$ cat src/rtl/ppu_pkg.sv
// rtl/ppu_pkg.sv - shared widths, types and defaults for the PPU VRAM arbiter
package ppu_pkg;

    localparam int ADDR_W               = 14;
    localparam int DATA_W               = 8;
    localparam int STARVE_LIMIT_DEFAULT = 8;

    typedef enum logic [1:0] {
        CPU_IDLE   = 2'd0,
        CPU_PEND   = 2'd1,
        CPU_FLIGHT = 2'd2
    } cpu_state_t;

    typedef enum logic {
        OWN_RND = 1'b0,
        OWN_CPU = 1'b1
    } owner_t;

endpackage

$ cat src/rtl/ppu_rd_tag_pipe.sv
// rtl/ppu_rd_tag_pipe.sv - two-stage valid/owner tag shift register for read returns
module ppu_rd_tag_pipe
    import ppu_pkg::*;
(
    input  logic   clk,
    input  logic   rst,
    input  logic   in_valid,
    input  owner_t in_owner,
    output logic   out_valid,
    output owner_t out_owner
);

    logic   s1_valid;
    owner_t s1_owner;

    // Stage 1 lines up with the issue cycle, stage 2 with the cycle data_in is valid
    always_ff @(posedge clk) begin
        if (rst) begin
            s1_valid  <= 1'b0;
            s1_owner  <= OWN_RND;
            out_valid <= 1'b0;
            out_owner <= OWN_RND;
        end else begin
            s1_valid  <= in_valid;
            s1_owner  <= in_owner;
            out_valid <= s1_valid;
            out_owner <= s1_owner;
        end
    end

endmodule

$ cat src/rtl/ppu_vram_arbiter.sv
// rtl/ppu_vram_arbiter.sv - VRAM port arbiter between render fetches and CPU PPUDATA accesses
module ppu_vram_arbiter
    import ppu_pkg::*;
#(
    parameter int STARVE_LIMIT = STARVE_LIMIT_DEFAULT
) (
    input  logic              clk,
    input  logic              rst,
    input  logic              rnd_req,
    input  logic [ADDR_W-1:0] rnd_addr,
    output logic              rnd_ack,
    output logic              rnd_rvalid,
    output logic [DATA_W-1:0] rnd_rdata,
    input  logic              cpu_req,
    input  logic              cpu_r_nw,
    input  logic [ADDR_W-1:0] cpu_addr,
    input  logic [DATA_W-1:0] cpu_wdata,
    output logic              cpu_busy,
    output logic              cpu_done,
    output logic [DATA_W-1:0] cpu_rdata,
    input  logic [DATA_W-1:0] data_in,
    output logic [DATA_W-1:0] data_out,
    output logic [ADDR_W-1:0] addr,
    output logic              write_request,
    output logic              read_request
);

    localparam int CNT_W = $clog2(STARVE_LIMIT + 1);

    cpu_state_t        state;
    logic [CNT_W-1:0]  starve_cnt;
    logic              slot_r_nw;
    logic [ADDR_W-1:0] slot_addr;
    logic [DATA_W-1:0] slot_wdata;

    logic              grant_rnd;
    logic              grant_cpu;
    logic              tag_valid;
    owner_t            tag_owner;
    owner_t            issue_owner;
    logic              cpu_return;

    // Render wins unless the waiting CPU access has already been passed over STARVE_LIMIT times
    assign grant_rnd   = rnd_req && (starve_cnt < CNT_W'(STARVE_LIMIT));
    assign grant_cpu   = !grant_rnd && (state == CPU_PEND);
    assign rnd_ack     = grant_rnd;
    assign issue_owner = grant_cpu ? OWN_CPU : OWN_RND;
    assign cpu_return  = tag_valid && (tag_owner == OWN_CPU);

    ppu_rd_tag_pipe u_tag_pipe (
        .clk       (clk),
        .rst       (rst),
        .in_valid  (grant_rnd || (grant_cpu && slot_r_nw)),
        .in_owner  (issue_owner),
        .out_valid (tag_valid),
        .out_owner (tag_owner)
    );

    // CPU slot controller: capture, wait for a grant, then wait for the read to return
    always_ff @(posedge clk) begin
        if (rst) begin
            state      <= CPU_IDLE;
            cpu_busy   <= 1'b0;
            starve_cnt <= '0;
            slot_r_nw  <= 1'b0;
            slot_addr  <= '0;
            slot_wdata <= '0;
        end else begin
            // grant_rnd already requires starve_cnt < STARVE_LIMIT, so this saturates there
            if ((state == CPU_PEND) && grant_rnd) begin
                starve_cnt <= starve_cnt + CNT_W'(1);
            end else begin
                starve_cnt <= '0;
            end

            case (state)
                CPU_IDLE: begin
                    if (cpu_req) begin
                        slot_r_nw  <= cpu_r_nw;
                        slot_addr  <= cpu_addr;
                        slot_wdata <= cpu_wdata;
                        cpu_busy   <= 1'b1;
                        state      <= CPU_PEND;
                    end
                end
                CPU_PEND: begin
                    if (grant_cpu) begin
                        // A write completes in its issue cycle, so it never lingers in FLIGHT
                        if (slot_r_nw) begin
                            state <= CPU_FLIGHT;
                        end else begin
                            cpu_busy <= 1'b0;
                            state    <= CPU_IDLE;
                        end
                    end
                end
                CPU_FLIGHT: begin
                    if (cpu_return) begin
                        cpu_busy <= 1'b0;
                        state    <= CPU_IDLE;
                    end
                end
                default: begin
                    cpu_busy <= 1'b0;
                    state    <= CPU_IDLE;
                end
            endcase
        end
    end

    // Memory issue stage and read-return steering by tag owner
    always_ff @(posedge clk) begin
        if (rst) begin
            read_request  <= 1'b0;
            write_request <= 1'b0;
            addr          <= '0;
            data_out      <= '0;
            rnd_rvalid    <= 1'b0;
            rnd_rdata     <= '0;
            cpu_done      <= 1'b0;
            cpu_rdata     <= '0;
        end else begin
            read_request  <= 1'b0;
            write_request <= 1'b0;
            rnd_rvalid    <= 1'b0;
            cpu_done      <= (grant_cpu && !slot_r_nw) || cpu_return;

            if (grant_rnd) begin
                addr         <= rnd_addr;
                read_request <= 1'b1;
            end else if (grant_cpu) begin
                addr <= slot_addr;
                if (slot_r_nw) begin
                    read_request <= 1'b1;
                end else begin
                    write_request <= 1'b1;
                    data_out      <= slot_wdata;
                end
            end

            if (tag_valid) begin
                if (tag_owner == OWN_CPU) begin
                    cpu_rdata <= data_in;
                end else begin
                    rnd_rvalid <= 1'b1;
                    rnd_rdata  <= data_in;
                end
            end
        end
    end

endmodule

$ cat config.mk
export PLATFORM = sky130hd
export DESIGN_NAME = ppu_vram_arbiter
export DESIGN_NICKNAME = d
export VERILOG_FILES = /design/src/rtl/ppu_pkg.sv /design/src/rtl/ppu_rd_tag_pipe.sv /design/src/rtl/ppu_vram_arbiter.sv
export SDC_FILE = /design/constraint.sdc
export NUM_CORES = 1
export LEC_CHECK = 0
export ABC_AREA = 1
export CORE_UTILIZATION = 45
export DETAILED_ROUTE_END_ITERATION = 12
export PLACE_DENSITY_LB_ADDON = 0.25
export SYNTH_ARGS = -nofsm -noshare
export SYNTH_HDL_FRONTEND = slang
export SYNTH_SLANG_ARGS = --single-unit
$ cat constraint.sdc
create_clock -name clk -period 1.4 [get_ports clk]
set_clock_uncertainty 0.05 [all_clocks]
set_input_delay 0.28 -clock clk [delete_from_list [all_inputs] [get_ports clk]]
set_output_delay 0.28 -clock clk [all_outputs]
set_load 0.005 [all_outputs]
* Word-level counts from Yosys, hierarchy flattened *
Cells that the tools add are included.

storage, ports and cells
  register bits after elaboration = 76
  bits of input ports = 49
  output and inout port bits = 44
  logic and storage cells = 71

cells by class
  add/sub/neg operators = 1
  multiplexer cells = 18
  bitwise operators = 6
  order comparisons = 1
  eq/ne operators = 6
  reductions and logical operators = 21

operator list
  operator                                                         count
  14-bit 2-to-1 mux                                                2
  1-bit 2-to-1 mux                                                 10
  2-bit 2-to-1 mux                                                 4
  2-bit != test, second input constant                             4
  1-bit logical AND                                                6
  1-bit NOT                                                        6
  2-bit case mux with 3 select lines                               1
  2-bit AND reduction                                              3
  3-bit AND reduction                                              2
  4-bit by 1-bit adder with 4-bit output, second input constant    1
  4-bit < comparator, second input constant                        1
  4-bit AND reduction                                              1
  2-bit OR reduction                                               2
  1-bit case mux with 3 select lines                               1
  3-bit OR reduction                                               1
  2-bit by 1-bit == test with 1-bit output, second input constant  1
  2-bit == test, second input constant                             1
  1-bit zero test                                                  2
  2-bit zero test                                                  1
  1-bit logical OR                                                 2
  2-bit nonzero test                                               1

* Longest topological paths before layout *
  depth in word-level cells = 6
  mapped depth = 7
  mapped depth without buffers = 7

* Cells and area by module *
A second synthesis with hierarchy kept.

second synthesis, totals
  cell total of the unflattened synthesis = 348
  area, all modules = 2755.1 um^2

modules (own cells, without submodules)
  module            sequential area each (um^2)  area an instance (um^2)  cells each  instances
  ppu_vram_arbiter  1441.4                       2645.0                   336         1
  ppu_rd_tag_pipe   80.1                         110.1                    12          1

* Least setup slack after synthesis *
Ideal clock, no wire load.

  path kind = register to register
  from = register state[0]
  to = register slot_addr[10]
  slack = 271 ps
  required time = 1234 ps
  path buffers = 1
  data arrival time = 963 ps
  library setup time = 116 ps
  cell stages (with the launch flop) = 8
  clock period less this slack = 1129 ps
  path through = dfxtp_1 nor2_1 inv_2 nor2_8 inv_2 buf_6 nor2_1 nor2_1

between the ends
  longest elaborated chain between the ends = 2

RTL lines
  element                        RTL line                RTL
  start, declared                ppu_vram_arbiter.sv:30  cpu_state_t state;
  start signal, assigned         ppu_vram_arbiter.sv:62  state <= CPU_IDLE;
  start signal, assigned         ppu_vram_arbiter.sv:83  state <= CPU_PEND;
  start signal, assigned         ppu_vram_arbiter.sv:90  state <= CPU_FLIGHT;
  2-bit zero test                ppu_vram_arbiter.sv:76  case (state)
  2-bit AND reduction (no line)  -
  end signal, assigned           ppu_vram_arbiter.sv:80  slot_addr <= cpu_addr;
  end, declared                  ppu_vram_arbiter.sv:33  logic [ADDR_W-1:0] slot_addr;

No other way between the ends.
A chain may end at the register's enable or synchronous reset.

* Worst setup path in the final report *
  from = register starve_cnt[3]
  to = register addr[2]

between the ends
  longest elaborated chain between the ends = 5
  elaborated cells on any way between the ends = 6
  those cells by class = order compare (1); mux (1); reduce/logical (4)

RTL lines
  element                       RTL line                 RTL
  start, declared               ppu_vram_arbiter.sv:31   logic [CNT_W-1:0] starve_cnt;
  start signal, assigned        ppu_vram_arbiter.sv:71   starve_cnt <= starve_cnt + CNT_W'(1);
  4-bit < comparator (*)        ppu_vram_arbiter.sv:44   assign grant_rnd = rnd_req && (starve_cnt < CNT_W'(STARVE_LIMIT));
  1-bit logical AND (*)         ppu_vram_arbiter.sv:44
  1-bit zero test               ppu_vram_arbiter.sv:45   assign grant_cpu = !grant_rnd && (state == CPU_PEND);
  1-bit logical AND             ppu_vram_arbiter.sv:45
  2-bit nonzero test (no line)  -
  end signal, assigned          ppu_vram_arbiter.sv:129  addr <= rnd_addr;
  end signal, assigned          ppu_vram_arbiter.sv:132  addr <= slot_addr;
  end, declared                 ppu_vram_arbiter.sv:23   output logic [ADDR_W-1:0] addr,

Every way passes the cells marked *; elsewhere a longest branch is shown, timed or not.

==> flow_summary.json <==
{
  "critical_path_required_ns": 1.61,
  "hold_buffers": 0,
  "synth_cell_types": 22,
  "grt_pass1_wl_microns": 11000,
  "cts_tree": "yes",
  "final_max_slew_viol_count": 0,
  "root_buffer": "clkbuf_8",
  "worstHoldStart": "rnd_req",
  "ant_nets": 0,
  "clockBufferDepth": 2,
  "postLayoutCellArea_sq_um": 4060,
  "stdcell_count": 527,
  "syn_to_final_growth_pct": 43.3,
  "cts_buffers": 9,
  "grt_usage_pct": 22.3,
  "diodes": 0,
  "powerDensity_nw_per_um2": 1130,
  "portBuffers": 92,
  "avgSynthCellArea_sq_um": 8.23,
  "layout_commonest_cell": "nor2_1",
  "hp-class": "in2reg",
  "worst-path-buf-inv": 2,
  "finalCriticalPeriod_ns": 1.32,
  "min_path_cells": 3,
  "tightest_slew_ns": 0.311,
  "cp_slowest_cell": "dfxtp_4",
  "crit_path_max_incr_delay_ns": 0.38,
  "start_util_pct": 47.3,
  "outcome": "complete, no violations",
  "antenna_found_initial": 0,
  "grt_start_max_net_pins": 25,
  "first_iter_violations": 93,
  "dp_hpwl_microns": 4630,
  "worstPathMaxFanout": 16,
  "cp-start-kind": "flip-flop",
  "wl_per_cell_microns": 12.7,
  "finalNetCount": 497,
  "slew-limit-headroom_pct": 79.3,
  "maxCapViolCount": 0,
  "io_pins": 93,
  "fin_crit_sh_pct": 94.0,
  "finalHoldViolCount": 0,
  "firstDrtPassIters": 4,
  "drive_above_1_share_pct": 18.4,
  "die_h_microns": 81.3,
  "placed_area_sq_um": 3870,
  "h-tree-depth": 3,
  "globalRouteOverflowTotal": 0,
  "cts.clk_slew.worst_paths_ns": 0.07,
  "final_cell_mix": "nor2_1, dfxtp_1, nand2_1",
  "drc": 0,
  "critPathTopFamily": "flip-flops",
  "grt_pass1_vias": 2434,
  "dieArea_sq_um": 6620,
  "power_leakage_nw": 1.80,
  "nFillCells": 518,
  "die_x_microns": 81.3,
  "worstRegToRegCells": 6,
  "drt_wl_total_microns": 6670,
  "grt_setup_unrepaired": "false",
  "placed_cells_incl_taps": 510,
  "clkSinkCount": 75,
  "syn_inst": 344,
  "final-setup-viol-count": 0,
  "yosys_warnings": 0,
  "fmax_mhz": 760,
  "arrival_ns": 1.52,
  "num_vias": 2588,
  "worst_ir_drop_vdd_v": 0.000694,
  "yosysSeqAreaShare_pct": 53.0,
  "worstHoldEndpoint": "read_request",
  "criticalPathCategory": "reg2reg",
  "path_cells": "nor2_8 -> buf_4 -> nor2_8 -> buf_4 -> nand2_1 -> a31oi_2",
  "synth_seq_cells": 75,
  "synth_nets": 394,
  "core_sq_um": 5990,
  "fp-row-count": 28,
  "finalSetupTns_ns": 0,
  "place_congestion": 0.813,
  "cp-end-kind": "flip-flop",
  "r2r_setup_slack_ns": 0.08,
  "clock_latency_ns": 0.34,
  "vias_per_cell": 4.91,
  "rr_endpoint": "addr[2]",
  "r2r_start": "starve_cnt[3]",
  "synth_area_sq_um": 2830
}
==> state kept, by name (all words and copies together), names as in the netlist, 2 cells and up <==
name and flops:
slot_addr 14, cpu_rdata 8, state 2, rnd_rdata 8, data_out 8, slot_wdata 8
addr 14, starve_cnt 4
==> worst max-delay path by stage <==
stage / slack, ns / startpoint / endpoint / depth (start not counted)
floorplan: 0.27 / state[0] / slot_addr[10] / 7
global placement: -0.44 / rnd_req / rnd_ack / 4
detailed placement: -0.45 / rnd_req / rnd_ack / 4
finish: 0.08 / starve_cnt[3] / addr[2] / 6
global route: 0.004 / state[0] / slot_addr[6] / 6
CTS: 0.02 / starve_cnt[3] / rnd_ack / 2
==> layout make-up <==
type	count	area [sq um]	area share, %
multi-input combinational	237	1160	28.6
clock inverter	4	47.5	1.17
inverter	17	66.3	1.63
tap	75	93.8	2.31
timing repair buffer	107	998	24.6
clock buffer	12	165	4.07
sequential	75	1530	37.7
==> worst min-delay path: stages <==
cell           delay, ns
dlygate4sd2_1       0.26
nand2_2             0.09
a21oi_1             0.06
==> where the power goes <==
group          switching, mW  total [mW]  leakage [nW]  internal, mW
combinational          0.281       0.575          1.07         0.294
clock                  0.743        1.71         0.108         0.963
sequential            0.0631        2.32         0.624          2.25
total                   1.09        4.60          1.80          3.51
==> cell usage after synthesis (all sizes together) <==
cell type | n | area, sq um
nand2 | 63 | 264
nor2 | 94 | 404
nor3 | 1 | 5.00
dfxtp | 75 | 1500
xnor2 | 1 | 8.76
a21oi | 13 | 65.1
o21ai | 39 | 195
nand3 | 11 | 55.1
inv | 15 | 56.3
clkinv | 2 | 7.51
clkbuf | 5 | 18.8
ha | 1 | 12.5
buf | 10 | 88.8
a31oi | 14 | 150
==> metal layers <==
metal	track usage (%)	routed length, microns
met1	27.0	2880
met2	36.3	3300
met3	6.52	388
met4	9.82	93
met5	0	0
==> repair_timing <==
action / 4_1_cts / 5_1_grt
endpoints found under the setup margin: 58 / 14
gates cloned: 0 / 0
setup buffers: 1 / 0
resized for setup: 68 / 4
==> cells by family (layout without fill, tap and decap cells) <==
| group | after synthesis | count (layout) | share of synthesized area (%) |
|---|---|---|---|
| AOI/OAI and AO/OA | 66 | 66 | 14.5 |
| adders and majority gates | 1 | 1 | 0.442 |
| buffers and inverters | 32 | 140 | 6.05 |
| xor gates and xnor gates | 1 | 1 | 0.309 |
| and+or+nand+nor | 169 | 169 | 25.7 |
| DFF | 75 | 75 | 53.0 |
==> through the flow <==
| stage | worst slack (ns) | utilization (%) | hold WS (ns) | power, mW |
|---|---|---|---|---|
| after floorplan | 0.271 | - | 0.323 | 2.64 |
| after global placement | -0.442 | 64.6 | 0.343 | 2.95 |
| after detailed placement | -0.449 | 64.6 | 0.357 | 2.97 |
| after CTS | 0.0165 | 67.8 | 0.339 | 4.64 |
| after global routing | 0.00378 | 67.8 | 0.359 | 4.83 |
| final | 0.0844 | 67.8 | 0.354 | 4.60 |
(Power assumes the default switching activity.)
